$ cat src/rtl/fifo_pkg.sv
// rtl/fifo_pkg.sv - shared FIFO widths and drain controller state type
package fifo_pkg;

  localparam int FIFO_DATA_W    = 8;
  localparam int FIFO_BUF_WIDTH = 3;

  typedef enum logic {
    ST_IDLE  = 1'b0,
    ST_BURST = 1'b1
  } drain_state_t;

endpackage

$ cat src/rtl/fifo_skid2.sv
// rtl/fifo_skid2.sv - two-entry in-order buffer between FIFO read port and output stream
module fifo_skid2 #(
  parameter int DATA_W = 8
) (
  input  logic              clk,
  input  logic              rst_n,
  input  logic              push,
  input  logic [DATA_W-1:0] data_in,
  input  logic              pop,
  output logic [DATA_W-1:0] head,
  output logic [1:0]        occ
);

  logic [DATA_W-1:0] r_mem [2];
  logic              r_wr_ptr;
  logic              r_rd_ptr;
  logic [1:0]        r_occ;

  assign head = r_mem[r_rd_ptr];
  assign occ  = r_occ;

  always_ff @(posedge clk or negedge rst_n) begin
    if (!rst_n) begin
      r_mem[0] <= '0;
      r_mem[1] <= '0;
      r_wr_ptr <= 1'b0;
      r_rd_ptr <= 1'b0;
      r_occ    <= 2'd0;
    end else begin
      if (push) begin
        r_mem[r_wr_ptr] <= data_in;
        r_wr_ptr        <= ~r_wr_ptr;
      end
      if (pop) begin
        r_rd_ptr <= ~r_rd_ptr;
      end
      case ({push, pop})
        2'b10:   r_occ <= r_occ + 2'd1;
        2'b01:   r_occ <= r_occ - 2'd1;
        default: r_occ <= r_occ;
      endcase
    end
  end

endmodule

$ cat src/rtl/fifo_burst_drain.sv
// rtl/fifo_burst_drain.sv - pops a registered-read FIFO and re-emits bytes in framed bursts
module fifo_burst_drain
  import fifo_pkg::*;
#(
  parameter int DATA_W    = FIFO_DATA_W,
  parameter int BUF_WIDTH = FIFO_BUF_WIDTH,
  parameter int BURST_LEN = 4
) (
  input  logic               clk,
  input  logic               rst_n,
  input  logic               fifo_empty,
  input  logic [BUF_WIDTH:0] fifo_count,
  input  logic [DATA_W-1:0]  fifo_data,
  output logic               fifo_rd_en,
  input  logic               flush,
  output logic [DATA_W-1:0]  m_data,
  output logic               m_valid,
  output logic               m_last,
  input  logic               m_ready,
  output logic               busy
);

  localparam logic [BUF_WIDTH:0] L_BURST = (BUF_WIDTH + 1)'(BURST_LEN);

  drain_state_t       r_state;
  drain_state_t       w_state_nxt;
  logic [BUF_WIDTH:0] r_issue_rem;
  logic [BUF_WIDTH:0] r_out_rem;
  logic               r_inflight;

  logic [1:0]         w_occ;
  logic [DATA_W-1:0]  w_head;
  logic               w_pop_now;
  logic               w_room;
  logic               w_norm_start;
  logic               w_flush_start;
  logic [BUF_WIDTH:0] w_start_len;

  fifo_skid2 #(.DATA_W(DATA_W)) u_skid (
    .clk     (clk),
    .rst_n   (rst_n),
    .push    (r_inflight),
    .data_in (fifo_data),
    .pop     (w_pop_now),
    .head    (w_head),
    .occ     (w_occ)
  );

  assign m_valid   = (w_occ != 2'd0);
  assign m_data    = w_head;
  assign m_last    = m_valid && (r_out_rem == (BUF_WIDTH + 1)'(1));
  assign busy      = (r_state == ST_BURST);
  assign w_pop_now = m_valid && m_ready;

  // Counts bytes already buffered plus the one on the FIFO read port, net of this cycle's beat.
  assign w_room = ({1'b0, w_occ} + {2'b00, r_inflight}) < (3'd2 + {2'b00, w_pop_now});

  assign fifo_rd_en = busy && (r_issue_rem != '0) && !fifo_empty && w_room;

  assign w_norm_start  = (fifo_count >= L_BURST);
  assign w_flush_start = flush && !fifo_empty && !w_norm_start;
  assign w_start_len   = w_norm_start ? L_BURST : fifo_count;

  always_comb begin
    w_state_nxt = r_state;
    case (r_state)
      ST_IDLE:  if (w_norm_start || w_flush_start) w_state_nxt = ST_BURST;
      ST_BURST: if (w_pop_now && m_last)           w_state_nxt = ST_IDLE;
      default:  w_state_nxt = ST_IDLE;
    endcase
  end

  always_ff @(posedge clk or negedge rst_n) begin
    if (!rst_n) begin
      r_state     <= ST_IDLE;
      r_issue_rem <= '0;
      r_out_rem   <= '0;
      r_inflight  <= 1'b0;
    end else begin
      r_state    <= w_state_nxt;
      r_inflight <= fifo_rd_en;
      if (r_state == ST_IDLE && w_state_nxt == ST_BURST) begin
        r_issue_rem <= w_start_len;
        r_out_rem   <= w_start_len;
      end else begin
        if (fifo_rd_en) r_issue_rem <= r_issue_rem - (BUF_WIDTH + 1)'(1);
        if (w_pop_now)  r_out_rem   <= r_out_rem - (BUF_WIDTH + 1)'(1);
      end
    end
  end

endmodule
$ cat config.mk
export PLATFORM = sky130hd
export DESIGN_NAME = fifo_burst_drain
export DESIGN_NICKNAME = d
export VERILOG_FILES = /design/src/rtl/fifo_pkg.sv /design/src/rtl/fifo_skid2.sv /design/src/rtl/fifo_burst_drain.sv
export SDC_FILE = /design/constraint.sdc
export NUM_CORES = 1
export LEC_CHECK = 0
export BUFFER_PORTS_ARGS = -buffer_cell sky130_fd_sc_hd__buf_2
export CAP_MARGIN = 20
export CORE_MARGIN = 4
export CORE_UTILIZATION = 35
export CTS_CLUSTER_SIZE = 10
export DETAILED_ROUTE_END_ITERATION = 12
export PLACE_DENSITY_LB_ADDON = 0.08
export SYNTH_ARGS = -nofsm -noshare
export SYNTH_HDL_FRONTEND = slang
export SYNTH_SLANG_ARGS = --single-unit
$ cat constraint.sdc
create_clock -name clk -period 1.9 [get_ports clk]
set_input_delay 0.095 -clock clk [delete_from_list [all_inputs] [get_ports clk]]
set_output_delay 0.095 -clock clk [all_outputs]
set_load 0.02 [all_outputs]
# After elaboration in Yosys (flattened, before gate mapping)
# Cells that the tools add are included.
# W data, S select, Z words.
# word_totals
register_bits	30
in_bits	17
out_inout_bits	12
# op_classes
n_addsub	6
order_cmp	5
eq_ne	3
muxes	15
n_bitwise	5
n_reduce_logical	18
# op_table
op	n
$mux W8	4
$mux W4	5
$bwmux W16	1
$logic_and A1 B1 Y1	10
$demux W8 S1	1
$reduce_bool A2 Y1	4
$sub A4 B1 Y4 const B	2
$eq A4 B1 Y1 const B	1
$ge A2 B2 Y1 const B	2
$ge A4 B3 Y1 const B	1
$not A1 Y2	2
$pmux W2 S2	1
$reduce_bool A4 Y1	1
$add A2 B1 Y3	1
$add A2 B1 Y3 const A	1
$lt A3 B3 Y1	1
$not A1 Y1	3
$add A2 B1 Y2 const B	1
$eq A2 B1 Y1 const B	1
$eq A2 B2 Y1 const B	1
$logic_not A1 Y1	2
$lt A2 B1 Y1 const B	1
$mux W1	2
$pmux W1 S2	1
2 further kinds	2

# Longest topological paths before layout
# depth
word_depth	8
ltp_mapped	6

# Hierarchy
# From an unflattened synthesis, not the netlist that was laid out.
# hier_totals
hier_cells	114
area_unflattened_um2	1485.2
# modules_own_cells
module	n_inst	cells_each	area_per_inst_um2	seq_area_each_um2
fifo_skid2	1	55	857.1	500.5
fifo_burst_drain	1	59	628.1	250.2

# Least setup slack after synthesis
# OpenSTA, ideal clock, no wires.
# synth_timing
kind	reg2reg
from	register u_skid.r_occ[0], in the netlist u_skid.occ[0]
to	register r_issue_rem[2]
setup_ps	128
arrival_ps	1539
required_ps	1772
path_slack_ps	233
path_stages_with_launch	6
period_less_slack_ps	1667
path_cell_list	dfrtp_1 -> ha_1 -> ha_1 -> nor4b_4 -> a21oi_2 -> mux2_1
# synth_via
elab_chain_len	7
# synth_lines
element	line	rtl
from (decl)	fifo_skid2.sv:17	logic [1:0] r_occ;
from (signal assigned)	fifo_skid2.sv:38	2'b10: r_occ <= r_occ + 2'd1;
from (signal assigned)	fifo_skid2.sv:39	2'b01: r_occ <= r_occ - 2'd1;
from (signal assigned)	fifo_skid2.sv:40	default: r_occ <= r_occ;
parallel branches: the longest is 7 deep, another holds $add A2 B1 Y3	-	
to (signal assigned)	fifo_burst_drain.sv:83	r_issue_rem <= w_start_len;
to (signal assigned)	fifo_burst_drain.sv:86	if (fifo_rd_en) r_issue_rem <= r_issue_rem - (BUF_WIDTH + 1)'(1);
to (decl)	fifo_burst_drain.sv:27	logic [BUF_WIDTH:0] r_issue_rem;
# Several ways; the timed one is not identified.
# A chain may end at the register's enable or synchronous reset.

# Worst setup path after layout
# layout_timing
from	register r_inflight
to	output fifo_rd_en
# layout_via
elab_chain_len	3
# layout_lines
element	line	rtl
from (decl)	fifo_burst_drain.sv:29	logic r_inflight;
from (signal assigned)	fifo_burst_drain.sv:81	r_inflight <= fifo_rd_en;
$add A2 B1 Y3	fifo_burst_drain.sv:56	assign w_room = ({1'b0, w_occ} + {2'b00, r_inflight}) < (3'd2 + {2'b00, w_pop_now});
$lt A3 B3 Y1	fifo_burst_drain.sv:56	
$logic_and A1 B1 Y1	fifo_burst_drain.sv:58	assign fifo_rd_en = busy && (r_issue_rem != '0) && !fifo_empty && w_room;
to (decl)	fifo_burst_drain.sv:14	output logic fifo_rd_en,
# No other way between the ends.

==> results.md <==
- DIE HEIGHT: 73.3 microns
- Drt first pass iters: 4
- Leakage dissipation: 0.862 nW
- Clk Latency, worst-skew pair: 0.28 ns
- Smallest hold slack: 0.0583 ns
- Mapped Nets: 139
- I/O pin cnt: 29
- Worst Hold Class: in -> reg
- Min cycle time layout: 1.80 ns
- ANT nets after route: 0
- Post-synthesis register bit count: 30
- Die area: 5370 sq um
- Critical Path Sink Type: output pin
- Unique cell type count in the Yosys netlist: 31
- Sw Share: 0.368
- Arr. time, crit path: 1.71 ns
- Worst Skew: 0.00856 ns
- Sequential share of power: 0.359
- Peak fanout along the critical path: 3
- Multiplexer area fraction after synthesis: 0.195
- RD Place Congestion: 0.842
- Dominant synthesized flop cell: dfrtp_1
- Nets: 177
- Clk root buf: clkbuf_8
- Max incr delay on CP: 0.39 ns
- Post-synthesis cell area: 1490 sq um
- Layout cell share with drive strength beyond 1: 0.484
- P&R area growth vs syn: 23.1%
- Antenna cells: 0
- Largest family of logic cells by synthesized area: multiplexers
- Std cell rows: 23
- Most frequent CP cell: ha_1
- Fillers: 393
- Post-synthesis simple-gate area fraction: 0.106
- P_sw: 1.26 mW
- DR vias/cell: 4.98
- Post-synthesis adder-cell area fraction: 0.0503
- Clk sinks: 30
- Port buffer count: 28
- Clk buf depth: 2
- Commonest non-fill, non-tap cell in the layout: dfrtp_1
- Fin crit share: 0.950
- Compound-Gate Fraction of Synth Area: 0.0813
- DR WL/cell: 14.2 microns
- Maximum number of pins on one net before global-route repair: 31
- Post-synthesis async set-or-reset flop share: 1.00
- Cells after Synth: 116
- Synth Area in XOR/XNOR: 0.0469
- Final Max Slew Viols: 0
- Total routed wirelength: 2900 microns
- CP startpoint kind: flip-flop
- Core area: 4060 sq um
- Crit-path leading delay family: simple AND/OR/NAND/NOR gates
- Final hold violation count: 0
- Die X: 73.3 microns
- Vias in the first global route: 1127
- Outcome: completed
- Number of synthesized flops with an enable pin: 0
- Total track usage: 0.125
- Synthesis warning total: 0
- Area contributors post-synth: dfrtp_1, mux2_2, ha_1, xnor2_1, xor2_1
- Clk pwr share: 0.180
- Unrepaired setup endpoints after global routing: false
- Worst-path cell chain: ha_1, ha_1, nor4b_4, and2_4, buf_4
- PD cells: 1870 nW/um^2
- Clock transition at path regs: 0.07 ns
- Slowest library cell on the worst path: dfrtp_1
- CTS H-tree lvls: 2
- GR Overflow Total: 0
- Req. time, crit path: 1.80 ns
- Initial core utilization: 0.368
- Largest area contributor in the netlist: dfrtp_1
- Peak supply drop: 0.000618 V
- CP Class: reg -> out
- P_int: 2.17 mW
- Num CTS Buffers: 5
- Max-cap violations: 0
- Worst rel slew slack: 0.543
- Final Setup Violations: 0
- Critical path buffers and inverters: 1
- Most frequent cells in the layout: dfrtp_1, buf_2, mux2_2
- First-pass GRT wire length: 5080 microns
- Worst slew pin tran: 0.685 ns
- Initial antenna violation count: 0
- Setup TNS: 0 ns
- Avg Inst Size Synth: 12.9 sq um
- Combinational power share: 0.461
- CTS tree: yes
- Sequential share of the synthesized area: 0.503
- Area share of the largest cell type after synthesis: 0.503
- Initial drt markers: 45
- Achievable Freq: 0.554 GHz
- Residual DRC: 0
- Via count: 1020
- Hpwl dp: 2160 microns
[power groups by stage]
stage          clock network, mW  logic [mW]  registers (mW)
2_1_floorplan                  0        1.21            1.18
3_3_place_gp                   0        1.53            1.23
3_5_place_dp                   0        1.56            1.26
4_1_cts                    0.647        1.59            1.24
5_1_grt                    0.672        1.75            1.29
6_report                   0.619        1.58            1.23
[worst paths after layout]
kind,from,to,slack [ns],cells after the start
setup / recovery,r_inflight$_DFF_PN0_,fifo_rd_en,0.1,5
hold / removal,fifo_data[0],u_skid.r_mem[8]$_DFFE_PN0P_,0.06,2
setup reg to reg,r_inflight$_DFF_PN0_,r_issue_rem[2]$_DFFE_PN0P_,0.13,6
hold reg to reg,r_issue_rem[3]$_DFFE_PN0P_,r_issue_rem[3]$_DFFE_PN0P_,0.50,1
max in group asynchronous,rst_n,u_skid.r_mem[13]$_DFFE_PN0P_,1.06,2
min in group asynchronous,rst_n,r_out_rem[3]$_DFFE_PN0P_,0.39,2
[registers in the layout, indices dropped and copies added, names as in the netlist]
name / count
busy: 1
r_inflight: 1
r_issue_rem: 4
r_out_rem: 4
u_skid.occ: 2
u_skid.r_mem: 16
u_skid.r_rd_ptr: 1
u_skid.r_wr_ptr: 1
[metrics by stage]
step | instance area (sq um) | worst slack (ns) | power (mW) | util | cells
after detailed placement | 1700 | 0.174 | 2.81 | 0.419 | 194
final | 1840 | 0.0958 | 3.43 | 0.453 | 205
after global routing | 1840 | 0.0172 | 3.72 | 0.453 | 205
after global placement | 1700 | 0.202 | 2.76 | 0.419 | 194
after CTS | 1830 | 0.0139 | 3.49 | 0.450 | 204
after floorplan | 1490 | 0.233 | 2.39 | - | 116
[what timing repair did]
item | CTS | global route
pin swaps | 1 | 1
setup endpoints to repair | 1 | 2
hold buffers | 1 | 0
gates resized for setup | 1 | 1
buffers inserted | 1 | 1
endpoints found under the hold margin | 30 | 0
[layer usage]
| metal | global-route usage | wire, microns |
|---|---|---|
| met5 | 0 | 0 |
| met3 | 0.0410 | 184 |
| met1 | 0.150 | 1210 |
| met2 | 0.207 | 1460 |
| met4 | 0.0483 | 55 |
[Yosys cell counts (2+ instances only)]
master    instances
and3_1            3
xnor2_1           5
mux2_2           24
nor2_1            4
inv_1             6
o22a_1            2
ha_1              6
a21oi_2           2
nor2_2            2
a221oi_1          2
nand3_1           2
a21o_1            2
nand2_1           5
dfrtp_1          30
xor2_1            3
o22ai_1           2
a21oi_1           2
[area by class of cell]
| class | count | area [sq um] | area share |
|---|---|---|---|
| repair buffers | 32 | 175 | 0.0954 |
| clock buffers | 5 | 68.8 | 0.0375 |
| clock inverters | 3 | 40.0 | 0.0218 |
| multi-input cells | 79 | 717 | 0.390 |
| flip-flops and latches | 30 | 751 | 0.409 |
| inverters | 6 | 22.5 | 0.0123 |
| well taps | 50 | 62.6 | 0.0341 |
[kinds of logic after synthesis]
family	Yosys count
compound gates	15
xor+xnor	8
fa+ha+maj	6
buf+inv	7
flops	30
mux	26
simple gates	24
[worst register-to-register path, cell delays in order (launching register included)]
cell,delay [ns]
dfrtp_1,0.39
ha_1,0.21
ha_1,0.22
nor4b_4,0.30
buf_4,0.16
a21oi_2,0.06
mux2_1,0.32
Note: power is estimated with default switching activity, not from simulation.
